--- src/rtl/ram_arbiter2.sv ---
// Two-requester round-robin arbiter in front of the single shared RAM port.
// Requester 0 is instruction fetch, requester 1 is data load/store.
module ram_arbiter2 #(
    parameter int unsigned ADDR_W  = 32,
    parameter int unsigned DATA_W  = 32,
    parameter int unsigned TIMEOUT = 16
) (
    input  logic              CLK,
    input  logic              nRST,
    input  logic              req0_ren,
    input  logic              req0_wen,
    input  logic [ADDR_W-1:0] req0_addr,
    input  logic [DATA_W-1:0] req0_store,
    output logic [DATA_W-1:0] req0_load,
    output logic              req0_wait,
    output logic              req0_err,
    input  logic              req1_ren,
    input  logic              req1_wen,
    input  logic [ADDR_W-1:0] req1_addr,
    input  logic [DATA_W-1:0] req1_store,
    output logic [DATA_W-1:0] req1_load,
    output logic              req1_wait,
    output logic              req1_err,
    output logic              ram_ren,
    output logic              ram_wen,
    output logic [ADDR_W-1:0] ram_addr,
    output logic [DATA_W-1:0] ram_store,
    input  logic [DATA_W-1:0] ram_load,
    input  logic [1:0]        ram_state
);

    typedef enum logic {IDLE, SERVE} state_t;
    typedef enum logic [1:0] {RAM_FREE, RAM_BUSY, RAM_ACCESS, RAM_ERROR} ram_st_t;

    state_t     state_q, state_d;
    logic       grant_q, grant_d;
    logic       last_q,  last_d;
    logic [7:0] cnt_q,   cnt_d;

    logic              act0, act1;
    logic              g_act, g_ren, g_wen;
    logic [ADDR_W-1:0] g_addr;
    logic [DATA_W-1:0] g_store;
    logic              done, fail;
    ram_st_t           rst_in;

    assign act0    = req0_ren | req0_wen;
    assign act1    = req1_ren | req1_wen;
    assign g_ren   = grant_q ? req1_ren   : req0_ren;
    assign g_wen   = grant_q ? req1_wen   : req0_wen;
    assign g_addr  = grant_q ? req1_addr  : req0_addr;
    assign g_store = grant_q ? req1_store : req0_store;
    assign g_act   = g_ren | g_wen;
    assign rst_in  = ram_st_t'(ram_state);

    // ACCESS wins over a simultaneous ERROR/timeout
    assign done = (rst_in == RAM_ACCESS);
    assign fail = ~done & ((rst_in == RAM_ERROR) || (cnt_q == 8'(TIMEOUT - 1)));

    always_ff @(posedge CLK or negedge nRST) begin
        if (!nRST) begin
            state_q <= IDLE;
            grant_q <= 1'b0;
            last_q  <= 1'b1;
            cnt_q   <= '0;
        end else begin
            state_q <= state_d;
            grant_q <= grant_d;
            last_q  <= last_d;
            cnt_q   <= cnt_d;
        end
    end

    always_comb begin
        state_d   = state_q;
        grant_d   = grant_q;
        last_d    = last_q;
        cnt_d     = cnt_q;
        ram_ren   = 1'b0;
        ram_wen   = 1'b0;
        ram_addr  = '0;
        ram_store = '0;
        req0_load = '0;
        req1_load = '0;
        req0_err  = 1'b0;
        req1_err  = 1'b0;
        req0_wait = act0;
        req1_wait = act1;
        case (state_q)
            IDLE: begin
                if (act0 | act1) begin
                    grant_d = (act0 & act1) ? ~last_q : act1;
                    cnt_d   = '0;
                    state_d = SERVE;
                end
            end
            SERVE: begin
                if (!g_act) begin
                    // requester withdrew: abort quietly, round-robin pointer untouched
                    state_d = IDLE;
                end else begin
                    ram_ren   = g_ren & ~g_wen;
                    ram_wen   = g_wen;
                    ram_addr  = g_addr;
                    ram_store = g_store;
                    if (cnt_q != 8'(TIMEOUT))
                        cnt_d = cnt_q + 8'd1;
                    if (done | fail) begin
                        state_d = IDLE;
                        last_d  = grant_q;
                        if (grant_q) begin
                            req1_wait = 1'b0;
                            req1_err  = fail;
                            req1_load = done ? ram_load : '0;
                        end else begin
                            req0_wait = 1'b0;
                            req0_err  = fail;
                            req0_load = done ? ram_load : '0;
                        end
                    end
                end
            end
            default: state_d = IDLE;
        endcase
    end

endmodule
--- config.mk ---
export PLATFORM = sky130hd
export DESIGN_NAME = ram_arbiter2
export DESIGN_NICKNAME = d
export VERILOG_FILES = /design/src/rtl/ram_arbiter2.sv
export SDC_FILE = /design/constraint.sdc
export NUM_CORES = 1
export LEC_CHECK = 0
export ABC_CLOCK_PERIOD_IN_PS = 2000
export BUFFER_PORTS_ARGS = -buffer_cell sky130_fd_sc_hd__buf_2
export CAP_MARGIN = 5
export CORE_AREA = 4 4 117 119
export CTS_BUF_LIST = sky130_fd_sc_hd__clkbuf_2 sky130_fd_sc_hd__clkbuf_4 sky130_fd_sc_hd__clkbuf_8
export CTS_CLUSTER_SIZE = 30
export DETAILED_ROUTE_END_ITERATION = 16
export DIE_AREA = 0 0 121 123
export HOLD_SLACK_MARGIN = 0.05
export PLACE_DENSITY_LB_ADDON = 0.25
export SYNTH_ARGS = -nofsm -noshare
export SYNTH_HDL_FRONTEND = slang
export SYNTH_SLANG_ARGS = --single-unit
--- constraint.sdc ---
create_clock -name CLK -period 2 [get_ports CLK]
set_input_delay 0.3 -clock CLK [delete_from_list [all_inputs] [get_ports CLK]]
set_output_delay 0.3 -clock CLK [all_outputs]
set_load 0.1 [all_outputs]
; Word-level counts from Yosys, hierarchy flattened
; Cells that the tools add are included.
[classes]
reduce_logical = 4
muxes = 46
n_addsub = 1
bitwise_logic = 12
eq_ne = 7
[ops]
columns = op, n
row1 = two-way mux 32 bit, 15
row2 = two-way mux 1 bit, 26
row3 = two-way mux 8 bit, 3
row4 = case mux 8 bit (2 select lines), 1
row5 = "adder 8 x 1 -> 8 bit, second input constant", 1
row6 = "equality test 8 x 4 -> 1 bit, second input constant", 1
row7 = "!= test 8 x 5 -> 1 bit, second input constant", 1
row8 = AND reduction 3 bit, 2
row9 = bitwise OR 1 bit, 5
row10 = "equality test 2 bit, second input constant", 2
row11 = "!= test 2 x 1 -> 1 bit, second input constant", 2
row12 = inverter 1 bit, 4
row13 = bitwise AND 1 bit, 3
row14 = "!= test 2 bit, second input constant", 1
row15 = case mux 1 bit (2 select lines), 1
row16 = AND reduction 2 bit, 1
row17 = logical OR 1 bit, 1
[word_totals]
wordCells = 74
out_inout_bits = 134
regBits = 11

; Logic depth before layout (Yosys ltp)
[logic_depth]
ltp_word = 7
mapped_depth = 7

; Least setup slack after synthesis
; OpenSTA, ideal clock, no wires.
[synth_timing]
path_kind = input to output
startpoint = input req0_wen
endpoint = output req0_wait
required_time_ns = 1.700
path_stages = 4
slack_ns = -0.753
arrival_ns = 2.453
path_buffers = 1
path_cell_list = or2_2 and2_0 clkbuf_1 a21oi_1
[synth_between]
elab_chain_cells = 5
elab_cells_between_ends = 7
classes_between = 5 x mux / 2 x bitwise
[synth_lines]
columns = item, line_no
row1 = "start, declared", 11  ; input logic req0_wen,
row2 = bitwise OR 1 bit, 47  ; assign act0 = req0_ren | req0_wen;
row3 = two-way mux 1 bit, 111  ; if (grant_q) begin
row4 = two-way mux 1 bit, 108  ; if (done | fail) begin
row5 = two-way mux 1 bit, 98  ; if (!g_act) begin
row6 = two-way mux 1 bit *, 89  ; case (state_q)
row7 = "end, declared", 15  ; output logic req0_wait,
; Every way passes the cells marked *; elsewhere a longest branch is shown, timed or not.

; Final worst setup path
[layout_timing]
startpoint = register grant_q
endpoint = output req0_load[14]
[layout_between]
elab_chain_cells = 4
elab_cells_between_ends = 7
classes_between = 6 x mux / 1 x bitwise
[layout_lines]
columns = item, line_no
row1 = "start, declared", 36  ; logic grant_q, grant_d;
row2 = "start signal, assigned", 68  ; grant_q <= grant_d;
row3 = "two-way mux 32 bit, or another cell as far along", 111
row4 = two-way mux 32 bit or bitwise OR 1 bit (tied branches), "108, 53"
row5 = two-way mux 32 bit *, 98
row6 = two-way mux 32 bit *, 89
row7 = "end, declared", 14  ; output logic [DATA_W-1:0] req0_load,
; Marks and branches as above.

==> impl_metrics.tcl <==
set metrics [dict create \
    cts_tree "done" \
    status "complete, but fails checks" \
    setup_slack_ns -0.0955 \
    slew_viol_final 0 \
    yosysMostFrequentCell "nor2_1" \
    hold_ws_ns 0.460 \
    worstSetupEndpointType "output port" \
    hpwlAfterDp_mm 10.7 \
    synth_seq_cells 11 \
    ys_types 36 \
    syn_inst 300 \
    synth-edff-count 0 \
    cts_max_level 1 \
    clk_pin_slew_worst_paths_ns 0.06 \
    rr_worst_depth 4 \
    yosysTopAreaCellShare_pct 31.7 \
    ys_async_sr_fraction_pct 100 \
    wl_per_cell_um 17.6 \
    drc_errors 0 \
    crit_fanout 8 \
    die_w_um 121 \
    num_rows 41 \
    crit_type "reg2out" \
    final.min_clock_period_ns 2.10 \
    synth_nets 470 \
    seqCellArea_um2 282 \
    synth_common_cells "nor2_1 (70), mux2i_1 (67), and3_1 (65)" \
    globalplace.congestion 0.854 \
    r2r_slack_ns 0.19 \
    die_h_um 123 \
    max_freq_mhz 477 \
    cts_max_path_buffers 2 \
    ys.warnings.count 0 \
    peakVddDrop_mv 1.33 \
    ys_seq_area_share_pct 13.1 \
    drt_pass1_iterations 4 \
    initial_core_util_pct 16.8 \
    hold_violations 0 \
    grt_overflow_total 0 \
    fin_crit_sh_pct 105 \
    final_util_pct 56.4 \
    start_kind "flip-flop" \
    io_buffers 301 \
    powerDensity_nw_per_um2 1860 \
    root_buffer "clkbuf_8" \
    cts_sinks 11 \
    rsz0062_at_grt "yes" \
    synthFlopType "dfrtp_1" \
    violations "negative setup slack" \
    synth_top_cell_by_area "mux2i_1" \
    cp-startpoint "grant_q$_DFFE_PN0P_" \
    antenna_found_initial 3 \
    num-nets-final 785 \
    drt_iter0_drc 132 \
    cp-endpoint "req0_load[14]" \
    dieArea_um2 14900 \
    cap_violations 0 \
    worst_pin_slew_ns 0.460 \
    wirelength_mm 13.9 \
    grt_pass1_wl_mm 20.0 \
    syn_area_um2 2120 \
    vias 3478 \
    grt_start_max_net_pins 65 \
    setup_violations 129 \
    p_leak_nw 3.28 \
    antenna_left 0 \
    finClkSkew_ns 0.00850 \
    cts_inserted_buffers 3 \
    coreArea_um2 12600 \
    worstSkewPairLatency_ns 0.24 \
    r2r_end "cnt_q[1]$_DFFE_PN0P_" \
    num_io_pins 302 \
    crit_required_ns 1.70 \
    area_growth_pct 235 \
    synth_area_leaders "mux2i_1 (32%), and3_1 (19%), nor2_1 (12%)" \
    grt_usage_pct 16.9 \
    grt_pass1_vias 3523 \
    r2r-start "cnt_q[5]$_DFFE_PN0P_" \
    vias_per_cell 4.42 \
    post_route_cells_drive_above_1_share_pct 81.3 \
    num-fill-cells 990 \
    slew_headroom_pct 69.2 \
    hold_path.class "in2async" \
    arrival_ns 1.80 \
    multi_input_area_um2 2510 \
    avgSynthCellArea_um2 7.06 \
]
## placed cells by master (no fill, tap or decap), types with 4 or more instances in the layout
master   instances
a21oi_1          4
and3_1           5
and3_2          28
and3_4          33
buf_12         145
buf_2          167
buf_4           19
buf_6            5
dfrtp_1          8
mux2i_1         56
mux2i_2         10
nand2_1          9
nor2_1           6
nor2_4          64
## sequential cells by signal, summed over array words and instances, names as in the netlist
name,cells
cnt_q,8
grant_q,1
last_q,1
state_q,1
## critical path, stage by stage, from the launching register on
cell and delay (ns):
dfrtp_4 0.50, nor2b_4 0.16, buf_6 0.11, and2_4 0.23, clkbuf_16 0.18, and3_4 0.19, buf_12 0.17
## through the flow
step	instances	setup TNS, ns	setup WS (ns)	total power, mW	area [um^2]
floorplan	300	-0.684	-0.207	8.14	2720
global placement	771	0	0.0168	11.0	6040
detailed placement	771	-0.0127	-0.0127	11.1	6040
CTS	781	-8.57	-0.132	13.2	7010
global route	787	-15.52	-0.153	13.6	7090
finish	787	-6.57	-0.0955	13.2	7090
## cells by family (layout without fill, tap and decap cells)
group | count (synthesis) | after routing | synth area share (%)
AOI/OAI and AO/OA | 23 | 23 | 7.57
buffers and inverters | 33 | 347 | 6.38
DFF | 11 | 11 | 13.1
other | 0 | 1 | 0
adders and majority gates | 2 | 2 | 1.18
and+or+nand+nor | 164 | 164 | 40.1
muxes | 67 | 67 | 31.7
## repair_timing
| action | CTS | global route |
|---|---|---|
| hold buffers | 1 | 0 |
| hold endpoints to repair | 10 | 0 |
| gates cloned | 3 | 1 |
| pin swaps | 40 | 7 |
| endpoints found under the setup margin | 131 | 132 |
| buffers inserted | 2 | 5 |
| gates resized for setup | 215 | 14 |
## per-layer routing
metal	track usage [%]	vias up	part of all wire (%)
met5	0	-	0.10
met4	3.40	2	1.7
met3	3.57	17	6.1
met2	34.1	136	58
met1	17.9	1622	34
li1	-	1701	-
## worst min-delay path by stage
stage | end | cells past startpoint
after CTS | cnt_q[7]$_DFFE_PN0P_ | 2
final | cnt_q[7]$_DFFE_PN0P_ | 2
after floorplan | cnt_q[0]$_DFFE_PN0P_ | 0
after global placement | cnt_q[5]$_DFFE_PN0P_ | 1
after global routing | cnt_q[7]$_DFFE_PN0P_ | 2
after detailed placement | cnt_q[7]$_DFFE_PN0P_ | 1
## power by group
group | switching [mW] | total [mW] | internal (mW) | leakage, nW
sequential | 0.0632 | 0.355 | 0.292 | 0.140
clock | 0.0906 | 0.244 | 0.154 | 0.0262
combinational | 7.94 | 12.6 | 4.64 | 3.11
## cell type report
cell class | instances | share of cell area, %
Antenna cell | 1 | 0.0353
Clock buffer | 4 | 0.688
Inverter | 3 | 0.159
Multi-Input combinational cell | 256 | 35.3
Sequential cell | 11 | 3.97
Tap cell | 172 | 3.03
Timing Repair Buffer | 340 | 56.8
Note: power is estimated with default switching activity, not from simulation.
